`src/rtl/fv_pkg.sv`:
```
// Shared types for the fetch/verify front end: instruction sizes, IF queue
// entries, replay buffer payload and the duplicate scheduler state encoding.
`ifndef FV_INSTR_WIDTH
`define FV_INSTR_WIDTH 32
`endif

package fv_pkg;

    localparam int INSTR_W = `FV_INSTR_WIDTH;

    typedef enum logic [1:0] {
        ISZ_NONE = 2'd0,
        ISZ_16   = 2'd1,
        ISZ_32   = 2'd2,
        ISZ_48   = 2'd3
    } instr_size_t;

    typedef struct packed {
        logic [INSTR_W-1:0] instr;
        instr_size_t        instr_size;
        logic               pred_taken;
        logic               is_dup;
        logic               is_dup_flush;
        logic               is_dup_sync;
    } if_queue_entry_t;

    // Payload kept per original so its duplicate can be replayed later
    typedef struct packed {
        logic [INSTR_W-1:0] instr;
        instr_size_t        instr_size;
        logic               pred_taken;
    } replay_entry_t;

    typedef enum logic [1:0] {
        ST_ORIG      = 2'd0,
        ST_FLUSH_TOK = 2'd1,
        ST_DUP       = 2'd2,
        ST_SYNC_TOK  = 2'd3
    } dup_sched_state_t;

    function automatic if_queue_entry_t make_token(input logic flush_tok, input logic sync_tok);
        if_queue_entry_t t;
        t              = {$bits(if_queue_entry_t){1'b0}};
        t.is_dup_flush = flush_tok;
        t.is_dup_sync  = sync_tok;
        return t;
    endfunction

endpackage

```
`src/rtl/fv_dup_replay_buf.sv`:
```
// Replay buffer: DEPTH-entry register array, one write port, one
// combinational read port. Contents are not reset.
module fv_dup_replay_buf
    import fv_pkg::*;
#(
    parameter int DEPTH = 8,
    parameter int AW    = $clog2(DEPTH)
) (
    input  logic          clk,
    input  logic          we,
    input  logic [AW-1:0] waddr,
    input  replay_entry_t wdata,
    input  logic [AW-1:0] raddr,
    output replay_entry_t rdata
);

    replay_entry_t mem_r [DEPTH];

    // Store one original per accepted transfer
    always_ff @(posedge clk) begin
        if (we) begin
            mem_r[waddr] <= wdata;
        end
    end

    assign rdata = mem_r[raddr];

endmodule

```
`src/rtl/fv_dup_scheduler.sv`:
```
// Duplicate scheduler: passes originals straight through while recording them,
// then replays the batch as duplicates bracketed by flush and sync tokens.
module fv_dup_scheduler
    import fv_pkg::*;
#(
    parameter int DEPTH      = 8,
    parameter bit EMIT_FLUSH = 1'b1
) (
    input  logic                         clk,
    input  logic                         rst,
    input  logic                         in_valid,
    output logic                         in_ready,
    input  logic [`FV_INSTR_WIDTH-1:0]   in_instr,
    input  instr_size_t                  in_size,
    input  logic                         in_pred_taken,
    input  logic                         flush_req,
    output logic                         out_valid,
    input  logic                         out_ready,
    output if_queue_entry_t              out_entry,
    output logic                         busy,
    output logic [$clog2(DEPTH+1)-1:0]   batch_count
);

    localparam int CW = $clog2(DEPTH + 1);
    localparam int AW = $clog2(DEPTH);
    localparam logic [CW-1:0] DEPTH_C = CW'(DEPTH);

    dup_sched_state_t state_r;
    logic [CW-1:0]    batch_count_r;
    logic [AW-1:0]    rd_ptr_r;

    dup_sched_state_t eff_state_s;
    logic [CW-1:0]    eff_count_s;
    logic             xfer_s;
    logic [CW-1:0]    count_inc_s;
    logic             close_s;
    logic             last_s;
    logic             we_s;
    replay_entry_t    wr_entry_s;
    replay_entry_t    rd_entry_s;

    // While reset is held the outputs behave as an empty ORIG pass-through
    always_comb begin
        if (rst) begin
            eff_state_s = ST_ORIG;
            eff_count_s = {CW{1'b0}};
        end else begin
            eff_state_s = state_r;
            eff_count_s = batch_count_r;
        end
    end

    assign xfer_s      = in_valid & in_ready;
    assign count_inc_s = batch_count_r + {{(CW-1){1'b0}}, xfer_s};
    assign close_s     = (xfer_s && (count_inc_s == DEPTH_C)) ||
                         (flush_req && (count_inc_s != {CW{1'b0}}));
    assign last_s      = (CW'(rd_ptr_r) == (batch_count_r - CW'(1'b1)));
    assign we_s        = xfer_s & ~rst & (state_r == ST_ORIG);

    assign wr_entry_s.instr      = in_instr;
    assign wr_entry_s.instr_size = in_size;
    assign wr_entry_s.pred_taken = in_pred_taken;

    fv_dup_replay_buf #(
        .DEPTH (DEPTH),
        .AW    (AW)
    ) u_replay_buf (
        .clk   (clk),
        .we    (we_s),
        .waddr (AW'(batch_count_r)),
        .wdata (wr_entry_s),
        .raddr (rd_ptr_r),
        .rdata (rd_entry_s)
    );

    // Batch sequencing: collect originals, then flush token, duplicates, sync token
    always_ff @(posedge clk) begin
        if (rst) begin
            state_r       <= ST_ORIG;
            batch_count_r <= {CW{1'b0}};
            rd_ptr_r      <= {AW{1'b0}};
        end else begin
            case (state_r)
                ST_ORIG: begin
                    if (xfer_s) begin
                        batch_count_r <= count_inc_s;
                    end
                    if (close_s) begin
                        state_r  <= EMIT_FLUSH ? ST_FLUSH_TOK : ST_DUP;
                        rd_ptr_r <= {AW{1'b0}};
                    end
                end
                ST_FLUSH_TOK: begin
                    if (out_ready) begin
                        state_r <= ST_DUP;
                    end
                end
                ST_DUP: begin
                    if (out_ready) begin
                        if (last_s) begin
                            state_r <= ST_SYNC_TOK;
                        end else begin
                            rd_ptr_r <= rd_ptr_r + AW'(1'b1);
                        end
                    end
                end
                ST_SYNC_TOK: begin
                    if (out_ready) begin
                        state_r       <= ST_ORIG;
                        batch_count_r <= {CW{1'b0}};
                        rd_ptr_r      <= {AW{1'b0}};
                    end
                end
                default: begin
                    state_r       <= ST_ORIG;
                    batch_count_r <= {CW{1'b0}};
                    rd_ptr_r      <= {AW{1'b0}};
                end
            endcase
        end
    end

    // Output mux; ORIG is deliberately zero-latency so originals are not delayed
    always_comb begin
        out_valid = 1'b0;
        out_entry = {$bits(if_queue_entry_t){1'b0}};
        in_ready  = 1'b0;
        case (eff_state_s)
            ST_ORIG: begin
                out_valid            = in_valid;
                out_entry.instr      = in_instr;
                out_entry.instr_size = in_size;
                out_entry.pred_taken = in_pred_taken;
                in_ready             = out_ready & (eff_count_s < DEPTH_C);
            end
            ST_FLUSH_TOK: begin
                out_valid = 1'b1;
                out_entry = make_token(1'b1, 1'b0);
            end
            ST_DUP: begin
                out_valid            = 1'b1;
                out_entry.instr      = rd_entry_s.instr;
                out_entry.instr_size = rd_entry_s.instr_size;
                out_entry.pred_taken = rd_entry_s.pred_taken;
                out_entry.is_dup     = 1'b1;
            end
            ST_SYNC_TOK: begin
                out_valid = 1'b1;
                out_entry = make_token(1'b0, 1'b1);
            end
            default: begin
                out_valid = 1'b0;
            end
        endcase
    end

    assign busy        = (eff_state_s != ST_ORIG);
    assign batch_count = eff_count_s;

endmodule

```
`config.mk`:
```
export PLATFORM = sky130hd
export DESIGN_NAME = fv_dup_scheduler
export DESIGN_NICKNAME = d
export VERILOG_FILES = /design/src/rtl/fv_pkg.sv /design/src/rtl/fv_dup_replay_buf.sv /design/src/rtl/fv_dup_scheduler.sv
export SDC_FILE = /design/constraint.sdc
export NUM_CORES = 1
export LEC_CHECK = 0
export BUFFER_PORTS_ARGS = -buffer_cell sky130_fd_sc_hd__buf_2
export CORE_MARGIN = 5
export CORE_UTILIZATION = 45
export CTS_CLUSTER_DIAMETER = 30
export DETAILED_ROUTE_END_ITERATION = 8
export GPL_TIMING_DRIVEN = 1
export PLACE_DENSITY_LB_ADDON = 0.15
export SYNTH_ARGS = -nofsm -noshare
export SYNTH_HDL_FRONTEND = slang
export SYNTH_HIERARCHICAL = 1
export SYNTH_SLANG_ARGS = --single-unit
```
`constraint.sdc`:
```
create_clock -name clk -period 10.92 [get_ports clk]
set_clock_uncertainty 0.15 [all_clocks]
set_input_delay 1.092 -clock clk [delete_from_list [all_inputs] [get_ports clk]]
set_output_delay 1.092 -clock clk [all_outputs]
set_load 0.005 [all_outputs]
```
# Yosys cells after proc, flatten, opt, wreduce, memory -nomap -nowiden
# Memory sizes are Yosys's and may differ from the RTL's. A register that Yosys moved wholly into a read port is not among the register bits.
# Cells that the tools add are included.
# totals
ff_bits	9
latchBits	0
ramBits	280
romBits	0
input_bits	40
output_inout_bits	45
elab_cells	67
n_memories	1
# op_classes
n_addsub	3
n_mul	0
div_mod_pow	0
magnitude_cmp	1
eq_ne	15
n_shift	0
mux	25
bitwise	5
n_reduce_logical	14
# mem_list
name	words	word_bits	rd	rd_ports_with_merged_regs	write_ports	line	rtl
u_replay_buf.mem_r	8	35	1	1	1	fv_dup_replay_buf.sv:17	replay_entry_t mem_r [DEPTH];
# ops
op	n
$pmux 35 s3	1
$mux 3	6
$ne 2x2->1 const B	7
$mux 2	6
$mux 4	3
$reduce_and 5->1	2
$pmux 3 s3	1
$eq 2x2->1 const B	4
$pmux 2 s4	1
$pmux 4 s2	1
$add 4x1->4	1
$and 1x1->1	4
$eq 2x1->1 const B	2
$eq 3x4->1	1
$eq 4x4->1 const B	1
$logic_not 2->1	2
$lt 4x4->1 const B	1
$mux 1	4
$pmux 2 s2	1
$reduce_bool 2->1	2
$reduce_bool 4->1	1
$sub 4x1->4 const B	1
$add 3x1->3 const B	1
$reduce_and 3->1	1
other kinds (7)	8

# Logic depth before layout (Yosys ltp)
# Gate-level depths: netlist of the first run.
# depth
word_depth	13
mapped_depth	10
mapped_depth_nobuf	10

# Hierarchy
# The synthesis of the first run kept the hierarchy.
# by_module_without_submodules
mod	instances	cells_each	area_each_um2	seq_area_each_um2
fv_dup_replay_buf	1	418	10835.4	8408.1
fv_dup_scheduler	1	133	1086.0	180.2

# Worst setup path before layout of the first run
# OpenSTA, ideal clock, no wires.
# synth_path
path_type	input -> register
startpoint	input port rst
endpoint	memory u_replay_buf/mem_r[0][0] in the netlist's numbering, enable pin
setup_time_ps	471
t_arrival_ps	4066
required_time_ps	10299
slack_ps	6233
cell_stages	4
n_path_buf	1
path_cell_list	clkbuf_1 > and4b_1 > nand2b_1 > nor3_1
# synth_between
elab_chain_len	9
word_cells_on_any_way	12
classes_between	1 x order compare; 5 x mux; 5 x bitwise; 1 x reduce/logical
# synth_lines
element	line	rtl
from (decl)	fv_dup_scheduler.sv:10	input logic rst,
$mux 4	fv_dup_scheduler.sv:44	if (rst) begin
$lt 4x4->1	fv_dup_scheduler.sv:134	in_ready = out_ready & (eff_count_s < DEPTH_C);
$and 1x1->1	fv_dup_scheduler.sv:134	
$mux 1	fv_dup_scheduler.sv:128	case (eff_state_s)
$and 1x1->1	fv_dup_scheduler.sv:53	assign xfer_s = in_valid & in_ready;
$and 1x1->1 (*) (2 in a row)	fv_dup_scheduler.sv:58	assign we_s = xfer_s & ~rst & (state_r == ST_ORIG);
via we_s	fv_dup_scheduler.sv:38	logic we_s;
$mux 1 (*)	fv_dup_replay_buf.sv:21	if (we) begin
$mux 1 (implied by the code) (*)	fv_dup_replay_buf.sv:22	mem_r[waddr] <= wdata;
to (decl)	fv_dup_replay_buf.sv:17	
# The timed path passes the listed nets; every way through them passes the cells marked *.

==> results of run 1 <==
==> cell type report <==
cell class / instances / area share
repair buffers: 97 / 0.0354
clock inverters: 39 / 0.0320
multi-input cells: 224 / 0.218
flip-flops and latches: 289 / 0.588
clock buffers: 60 / 0.0954
well taps: 335 / 0.0287
inverters: 9 / 0.00231
==> flip-flops by register name, summed over array words and instances (netlist names) <==
| register | flops |
|---|---|
| state_r | 2 |
| u_replay_buf/mem_r | 280 |
| batch_count_r | 4 |
| rd_ptr_r | 3 |
==> power by group through the flow <==
| stage | registers [mW] | logic [mW] | clock network [mW] |
|---|---|---|---|
| 2_1_floorplan | 1.26 | 0.134 | 0 |
| 4_1_cts | 1.25 | 0.227 | 1.69 |
| 6_report | 1.25 | 0.224 | 1.65 |
| 5_1_grt | 1.25 | 0.246 | 1.74 |
| 3_3_place_gp | 1.27 | 0.221 | 0 |
| 3_5_place_dp | 1.27 | 0.226 | 0 |
==> cells by family (layout without fill, tap and decap cells) <==
family,Yosys count,after routing,share of synthesized area
AND/OR/NAND/NOR,45,45,0.0192
flip-flops,289,289,0.720
buffers and inverters,38,205,0.0176
XOR/XNOR,6,6,0.00567
AO/OA/AOI/OAI,57,57,0.0388
adder cells (fa/ha/maj),8,8,0.00840
multiplexers,108,108,0.190
==> critical path: cells and delay by family, from the launching register on <==
family	cells	cell delay (ns)
AOI/OAI and AO/OA	1	0.24
muxes	2	0.92
buffers and inverters	2	0.83
DFF	1	0.70
==> final timing paths <==
| check | cells past startpoint | slack (ns) | startpoint | end |
|---|---|---|---|---|
| max | 5 | 6.42 | rd_ptr_r[0]$_SDFFE_PP0P_ | out_entry[27] |
| min | 2 | 0.50 | state_r[1]$_SDFFE_PP0P_ | state_r[1]$_SDFFE_PP0P_ |
| max reg2reg | 10 | 7.85 | state_r[1]$_SDFFE_PP0P_ | rd_ptr_r[2]$_SDFFE_PP0P_ |
| min reg2reg | 2 | 0.50 | state_r[1]$_SDFFE_PP0P_ | state_r[1]$_SDFFE_PP0P_ |
==> metrics by stage <==
step | setup WS (ns) | total power, mW
2_1_floorplan | 6.23 | 1.40
3_3_place_gp | 6.97 | 1.49
3_5_place_dp | 6.95 | 1.49
4_1_cts | 6.36 | 3.16
5_1_grt | 6.28 | 3.24
6_report | 6.42 | 3.12
==> metal layers <==
metal,track usage,up-vias,wire length (um)
li1,-,2660,-
met1,0.225,3079,11300
met2,0.269,156,12100
met3,0.0371,39,1230
met4,0.0416,2,452
met5,0,-,7
==> cell usage after synthesis (all sizes together) (4+ instances only) <==
cell,number,share of area
a21oi,5,0.0021
a22o,38,0.028
buf,12,0.0094
clkbuf,17,0.0054
dfxtp,9,0.015
edfxtp,280,0.71
ha,8,0.0084
inv,9,0.0028
mux2,35,0.033
mux4,70,0.15
nand2,5,0.0016
nand2b,8,0.0042
nor2,14,0.0044
nor2b,4,0.0021
nor3,7,0.0029
o21ai,6,0.0025
xnor2,5,0.0037
==> metrics.md, run 1 <==
| Metric | Value |
|---|---|
| LEAKAGE | between 4 and 5 nW |
| CTS buffer count | 54 |
| Pins Over Slew Limit | 0 |
| Post-Syn Nets | between 500 and 600 |
| Clk buf depth | 3 |
| Syn Std Cell Area | ~12000 sq um |
| Routed Antenna Nets | 0 |
| Post-CTS sizing | 0 |
| Drt via density | between 5 and 6 |
| Via Count | 5936 |
| Outcome | finished clean |
| Worst hold path class | flip-flop to flip-flop |
| Layout cells sized above 1 | 0.334 |
| Most common cell after layout, fill and taps aside | edfxtp_1 |
| Initial antenna violation count | 1 |
| Seq pwr share | 0.399 |
| Largest net degree at the start of global routing | 74 |
| Final Cell Area | about 15000 sq um |
| RSZ-0062 raised after global routing | no |
| Tmin final | around 4.5 ns |
| Hold-fix buffers, CTS | 0 |
| EDFF count, synth | 280 |
| Slew Limit Headroom | 0.326 |
| Die width | about 170 um |
| Die height | ~170 um |
| Final wirelength | 25100 um |
| Max Cap Viol | 0 |
| Port Buffers | 84 |
| Critical setup path kind | flip-flop to output port |
| Clock power frac | 0.530 |
| Fill count | around 2k |
| Post-Layout Cell Count | between 1k and 1.5k |
| Setup TNS | 0 ns |
| Drt pass-1 iters | 4 |
| Drt wl/cell | around 24 um |
| # IOs | between 80 and 90 |
| Pwr dens | ~210 nW/um^2 |
| Synthesized area per cell | ~22 sq um |
| Setup Fix Bufs, Post-CTS | 0 |
| Cell area after placement | 12800 sq um |
| Placed insts | around 950 |
| Synth unique cells | 34 |
| Row Count | slightly below 60 |
| Most used DFF post-synth | edfxtp_1 |
| Total grt overflow | 0 |
| Synth-to-Final Area Change | 22.7% |
| Final setup viols | 0 |
| Yosys Warn Count | 6 |
| Multi-input combinational cell area | approximately 3200 sq um |
| Most frequent cells in the layout | edfxtp_1, buf_2, mux4_1 |
| Hold slack final | just under 0.5 ns |
| Crit path launch type | flip-flop |
| Critical Path AT | roughly 3.3 ns |
| Die ar. | approximately 30000 sq um |
| Number of synthesized register bits | about 290 |
| Logic gate share of total power | 0.072 |
| First-pass GRT wire length | 38000 um |
| ANT cells | 0 |
| Clock Pin Slew Worst Setup and Hold Paths | 0.04 ns |
| Asr flop ratio synth | 0 |
| Highest Clock Rate | about 220 MHz |
| Vias in the first global route | around 6.3k |
| Clk Latency, worst-skew pair | around 0.53 ns |
| CP endpoint kind | output port |
| Gpl congestion | approximately 0.74 |
| Sequential cell area | roughly 8600 sq um |
| Core area | about 26000 sq um |
| Internal power | between 2 and 2.5 mW |
| Critical path fanouts, max | 42 |
| # clock sinks | between 200 and 300 |
| NetSw | between 0.6 and 0.7 mW |
| Nets | 723 |
| Starting density of the core | 0.457 |
| Final Util | 0.561 |
| Worst-Margin Slew | between 1 and 1.5 ns |
| Crit-path cells | buf_4 > mux4_1 > mux2_2 > a22o_1 > buf_2 |
| Delay of the slowest critical-path stage | 0.70 ns |
| Total track usage | 0.164 |
| Post-DP HPWL | ~13000 um |
| Tcrit/Tclk final | 0.412 |
| Post-route DRC | 0 |
| Req. time, crit path | between 9 and 10 ns |
| Clk root buf | clkbuf_16 |
| CTS tree | done |
| DR iter-0 viols | ~380 |
| Sequential-to-total area share from yosys stat | 0.720 |
| Switching share of power | 0.222 |
| Post-Syn Instances | 551 |
| VDD IR max | between 100 and 150 uV |
| H-tree Lvls | 2 |
| CP max stage cell | dfxtp_4 |
| Fin. Hold Viols | 0 |
(Power assumes the default switching activity.)
==> inputs of run 2 (changes only) <==
Settings changed: ABC_AREA from default to 1.
Clock period 10.92 ns to 4.4 ns, I/O delays scaled along.
==> run 2 against run 1 <==
Synthesized cell count grew to 2.6 times the previous value. Register-to-register slack lost 6.3 ns. First-iteration DRC count is 45% higher. Via count is 57% higher. Power increased to 3.5 times the previous value. Global-route usage rose by 1.6 points. Setup slack got worse by 5.6 ns. Hold slack worse by 0.45 ns. Wire length increased by 26%. Sequential cell count unchanged. Sequential share of layout area decreased by 9.1 points. Critical endpoint is now out_entry[6]. Largest power group unchanged.
==> metrics.md, run 2 <==
| Metric | Value |
|---|---|
| Hold-fix buffers, CTS | 0 |
| Setup Fix Bufs, Post-CTS | 0 |
| Final setup viols | 0 |
| Yosys Warn Count | 6 |
| Worst-Margin Slew | between 0.9 and 1 ns |
| Cell mode on critical path | nand2_1 |
| Vias in the first global route | around 9.4k |
| EDFF count, synth | between 200 and 300 |
| # IOs | between 80 and 90 |
| Post-route DRC | 0 |
| Synth area leaders | edfxtp_1, nand2_1, inv_1 |
| Worst R2R Start | batch_count_r[3]$_SDFFE_PP0P_ |
| Critical setup path kind | flip-flop to output port |
| Most frequent cells in the layout | nand2_1, inv_1, edfxtp_1 |
| Synth unique cells | 26 |
| Cell accounting for the most synthesized area | edfxtp_1 |
| Req. time, crit path | 3.81 ns |
| Critical path fanouts, max | 38 |
| Critical Path AT | just over 3 ns |
| Layout cells sized above 1 | 0.220 |
| Die width | ~190 um |
| Setup TNS | 0 ns |
| Multi-input combinational cell area | 4140 sq um |
| Total track usage | 0.180 |
| Drt via density | 4.70 |
| Slew Limit Headroom | 0.391 |
| CP endpoint kind | output port |
| Nets | around 1.6k |
| HP Start | in_instr[4] |
| Max Cap Viol | 0 |
| LEAKAGE | approximately 7.9 nW |
| Worst hold path class | input port to flip-flop |
| Pins Over Slew Limit | 0 |
| Port Buffers | between 80 and 90 |
| Top-area cell type share of the netlist area | 0.589 |
| Fin. Hold Viols | 0 |
| Top cells by count, synth | nand2_1, inv_1, edfxtp_1, nand3_1, nand2_4 |
| Post-Layout Cell Count | ~2k |
| Via Count | just over 9k |
| DR iter-0 viols | between 500 and 600 |
| Pwr dens | about 640 nW/um^2 |
| Synth-to-Final Area Change | 21.4% |
| Row Count | 65 |
| Delay of the slowest critical-path stage | just over 0.7 ns |
| Clk buf depth | 3 |
| Largest regs | u_replay_buf/mem_r: 280 flops, batch_count_r: 4 flops, rd_ptr_r: 3 flops |
| Crit path launch type | flip-flop |
| Number of synthesized register bits | between 200 and 300 |
| VDD IR max | approximately 420 uV |
| Crit. Startpoint | rd_ptr_r[1]$_SDFFE_PP0P_ |
| Most common cell after layout, fill and taps aside | nand2_1 |
| CP max stage cell | clkinv_2 |
| Drt pass-1 iters | 5 |
| Clock Pin Slew Worst Setup and Hold Paths | 0.04 ns |
| Largest net degree at the start of global routing | a little under 70 |
| Post-DP HPWL | 17800 um |
| Post-Syn Nets | 1454 |
| Tmin final | between 3 and 4 ns |
| Routed Antenna Nets | 0 |
| ANT cells | 0 |
| Total grt overflow | 0 |
| Post-CTS sizing | 0 |
| Crit-path cells | clkinv_2 > buf_12 > nand3_2 > nand2_1 > nand2_1 > nand2_1 > a22o_1 > buf_2 |
| Top-count cell post-synth | nand2_1 |
| CTS tree | done |
| Initial antenna violation count | 1 |
| Sequential-to-total area share from yosys stat | 0.602 |
| Sequential cell area | 8600 sq um |
| Post-Syn Instances | 1406 |
| Gpl congestion | around 0.80 |
| Clk root buf | clkbuf_16 |
| Drt wl/cell | about 16 um |
| Die height | ~190 um |
| Tcrit/Tclk final | 0.823 |
| RSZ-0062 raised after global routing | no |
| Core area | approximately 31000 sq um |
| H-tree Lvls | 3 |
| Most used DFF post-synth | edfxtp_1 |
| Starting density of the core | 0.454 |
| Most flops, register | u_replay_buf/mem_r |
| # clock sinks | ~290 |
| Largest register FFs | 280 |
| CTS buffer count | ~70 |
| Final wirelength | approximately 31000 um |
| Synthesized area per cell | approximately 10 sq um |
| Fill count | between 2k and 3k |
| Asr flop ratio synth | 0 |
| Highest Clock Rate | roughly 280 MHz |
| Die ar. | around 35000 sq um |
| Outcome | finished clean |
| Syn Std Cell Area | around 14000 sq um |
| Placed insts | ~1.9k |
| Clk Latency, worst-skew pair | approximately 0.53 ns |
| First-pass GRT wire length | roughly 50000 um |
-- run 2: cell count changes after synthesis, sizes merged, moves of 4 or more --
cell,previous run,this run
nand3,2,147
nand2,5,505
nor2,14,34
mux4,70,0
buf,12,53
mux2,35,0
nor3,7,1
nor2b,4,0
clkbuf,17,6
inv,9,308
nand2b,8,0
-- run 2: per-stage QoR --
step | setup slack (ns) | power (mW) | hold slack, ns | utilization | instance area [sq um]
finish | 0.779 | 11.0 | 0.0487 | 0.552 | 17300
global route | 0.634 | 11.7 | 0.0350 | 0.552 | 17300
CTS | 0.755 | 11.2 | 0.0209 | 0.552 | 17300
detailed placement | 1.27 | 6.27 | 0.443 | 0.480 | 15100
global placement | 1.33 | 6.26 | 0.444 | 0.480 | 15100
floorplan | 1.14 | 5.58 | 0.389 | - | 14300
-- run 2: area by class of cell --
type | instances | share of cell area
sequential | 289 | 0.496
multi-input combinational | 748 | 0.239
clock buffer | 84 | 0.107
inverter | 310 | 0.0677
timing repair buffer | 104 | 0.0380
tap | 402 | 0.0290
clock inverter | 41 | 0.0225
-- run 2: cells by family after synthesis --
logic type,synth area share
AOI/OAI and AO/OA,0.0250
xor gates and xnor gates,0.00184
adders and majority gates,0.00702
buffers and inverters,0.112
DFF,0.602
and+or+nand+nor,0.252
-- run 2: worst paths after layout --
check	end	depth (start not counted)	slack, ns
setup / recovery	out_entry[6]	8	0.78
hold reg to reg	state_r[1]$_SDFFE_PP0P_	2	0.44
hold / removal	u_replay_buf/mem_r[3][7]$_DFFE_PP_	1	0.05
setup reg to reg	u_replay_buf/mem_r[4][5]$_DFFE_PP_	8	1.55
-- run 2: metal layers --
| layer | GRT usage | up-vias | share of wire |
|---|---|---|---|
| met5 | 0 | - | 0.00063 |
| met4 | 0.0545 | 2 | 0.019 |
| met3 | 0.0350 | 47 | 0.039 |
| li1 | - | 4679 | - |
| met2 | 0.308 | 171 | 0.49 |
| met1 | 0.232 | 4399 | 0.45 |
-- run 2: critical path: cells and delay by family, from the launching register on --
family                 cells  cell delay [ns]
buffers and inverters      3             1.33
flip-flops                 1             0.54
AND/OR/NAND/NOR            4             0.31
AO/OA/AOI/OAI              1             0.24
-- run 2: where the power goes --
group	total, mW	internal (mW)	leakage [nW]	switching, mW
logic	2.95	0.979	4.26	1.97
registers	3.24	3.09	2.59	0.148
clock network	4.83	3.33	1.08	1.50
==> inputs of run 3 (changes only) <==
Clock period 4.4 ns to 3 ns, I/O delays scaled along.
==> run 3 against run 2 <==
Die area unchanged. Clock power grew 44%. Sequential share of layout area is 1.2 points lower. Via count up 1.8%. Power grew 47%. Final cell count increased by 1.9%. Hold slack got worse by 0.0076 ns. Sequential power increased by 43%. Combinational power rose by 56%. Core utilization up 1.3 points. Register-to-register slack worse by 1.1 ns.
==> metrics.md, run 3 (synthesis results as in run 2) <==
| Metric | Value |
|---|---|
| Critical Path AT | about 2.4 ns |
| Multi-input combinational cell area | between 4000 and 5000 sq um |
| Pins Over Slew Limit | 0 |
| Fin. Hold Viols | 0 |
| Clock Pin Slew Worst Setup and Hold Paths | ~0.040 ns |
| Worst R2R Start | batch_count_r[3]$_SDFFE_PP0P_ |
| First-pass GRT wire length | between 50000 and 60000 um |
| Fill count | 2664 |
| Crit path launch type | flip-flop |
| Crit. Startpoint | rd_ptr_r[0]$_SDFFE_PP0P_ |
| Sequential cell area | around 8600 sq um |
| # IOs | 85 |
| Drt via density | 4.70 |
| Drt pass-1 iters | 5 |
| RSZ-0062 raised after global routing | no |
| VDD IR max | between 600 and 700 uV |
| Routed Antenna Nets | 0 |
| Row Count | between 60 and 70 |
| Largest register FFs | between 200 and 300 |
| Vias in the first global route | ~9.6k |
| Layout cells sized above 1 | 0.214 |
| # clock sinks | 289 |
| Starting density of the core | 0.454 |
| Largest regs | u_replay_buf/mem_r: 280 flops, batch_count_r: 4 flops, rd_ptr_r: 3 flops |
| Tcrit/Tclk final | 0.941 |
| Most common cell after layout, fill and taps aside | nand2_1 |
| Slew Limit Headroom | 0.593 |
| Total track usage | 0.180 |
| Synth-to-Final Area Change | 24.3% |
| Post-route DRC | 0 |
| Tmin final | about 2.8 ns |
| Post-DP HPWL | 17900 um |
| Post-Layout Cell Count | 2015 |
| Die height | between 150 and 200 um |
| Cell area after placement | roughly 15000 sq um |
| Most frequent cells in the layout | nand2_1, inv_1, edfxtp_1 |
| Final setup viols | 0 |
| Gpl congestion | between 0.7 and 0.8 |
| Critical path fanouts, max | 34 |
| DR iter-0 viols | about 550 |
| LEAKAGE | 8.11 nW |
| Most flops, register | u_replay_buf/mem_r |
| Clk root buf | clkbuf_16 |
| CTS tree | done |
| Pwr dens | 912 nW/um^2 |
| Max Cap Viol | 0 |
| Port Buffers | 84 |
| Clk buf depth | 3 |
| Die width | between 150 and 200 um |
| Final wirelength | between 30000 and 40000 um |
| Die ar. | about 35000 sq um |
| Highest Clock Rate | ~350 MHz |
| Placed insts | 1862 |
| Worst-Margin Slew | roughly 0.61 ns |
| Clk Latency, worst-skew pair | approximately 0.53 ns |
| Initial antenna violation count | 1 |
| Critical setup path kind | flip-flop to output port |
| CP endpoint kind | output port |
| Drt wl/cell | roughly 16 um |
| Largest net degree at the start of global routing | 89 |
| Final Power | 16.2 mW |
| Core area | ~31000 sq um |
| CTS buffer count | 66 |
| HP Start | rst |
| Worst hold path class | input port to flip-flop |
| Total grt overflow | 0 |
| Nets | 1611 |
| Req. time, crit path | 2.55 ns |
| Via Count | between 9k and 10k |
| Outcome | finished clean |
| Final Cell Area | ~18000 sq um |
| H-tree Lvls | 3 |
| Final Util | 0.565 |
[run 3: changes by cell type in the layout (fill, tap and decap cells not counted), moves of 2 or more]
cell,before,now
buf_12,7,13
bufinv_16,6,8
dlygate4sd3_1,0,35
clkinvlp_4,7,2
clkbuf_1,11,14
buf_4,13,15
clkinv_4,3,0
clkbuf_16,72,69
[run 3: worst paths after layout]
path,to,slack [ns],cells after the start
worst max register to register,rd_ptr_r[1]$_SDFFE_PP0P_,0.42,14
worst max-delay path,out_entry[19],0.18,8
worst min-delay path,batch_count_r[2]$_SDFFE_PP0P_,0.04,4
worst min register to register,state_r[1]$_SDFFE_PP0P_,0.45,2
[run 3: area by class of cell]
cell class,count,area share
flip-flops and latches,289,0.485
multi-input cells,748,0.234
clock buffers,85,0.102
inverters,310,0.0661
repair buffers,148,0.0651
well taps,402,0.0284
clock inverters,32,0.0202
diodes,1,0.000141
[run 3: what timing repair did]
item	4_1_cts	5_1_grt
setup buffers	0	0
hold buffers	35	0
hold endpoints to repair	280	0
endpoints found under the setup margin	0	3
resized for setup	0	1
[run 3: through the flow]
step / setup TNS, ns / setup WS [ns] / hold slack [ns]
2_1_floorplan: -39.55 / -0.165 / 0.249
3_3_place_gp: 0 / 0.411 / 0.421
3_5_place_dp: 0 / 0.376 / 0.453
4_1_cts: 0 / 0.0879 / 0.0198
5_1_grt: 0 / 0.00587 / 0.0841
6_report: 0 / 0.177 / 0.0411
[run 3: per-layer routing]
layer	wire (um)	GRT usage	vias up
li1	-	-	4752
met1	14200	0.232	4479
met2	15600	0.310	186
met3	1450	0.0359	50
met4	533	0.0522	0
met5	0	0	-
[run 3: power breakdown]
group          internal [mW]  switching (mW)  total, mW
logic                   1.54            3.05       4.59
clock network           4.87            2.07       6.94
registers               4.53           0.108       4.64
[run 3: worst max-delay path: stages (launching register included)]
cell and delay (ns):
dfxtp_4 0.56, buf_4 0.44, nand2_1 0.13, nand3_2 0.09, nand2_1 0.07, nand2_1 0.09, nand2_1 0.06, a22o_1 0.24
buf_2 0.13
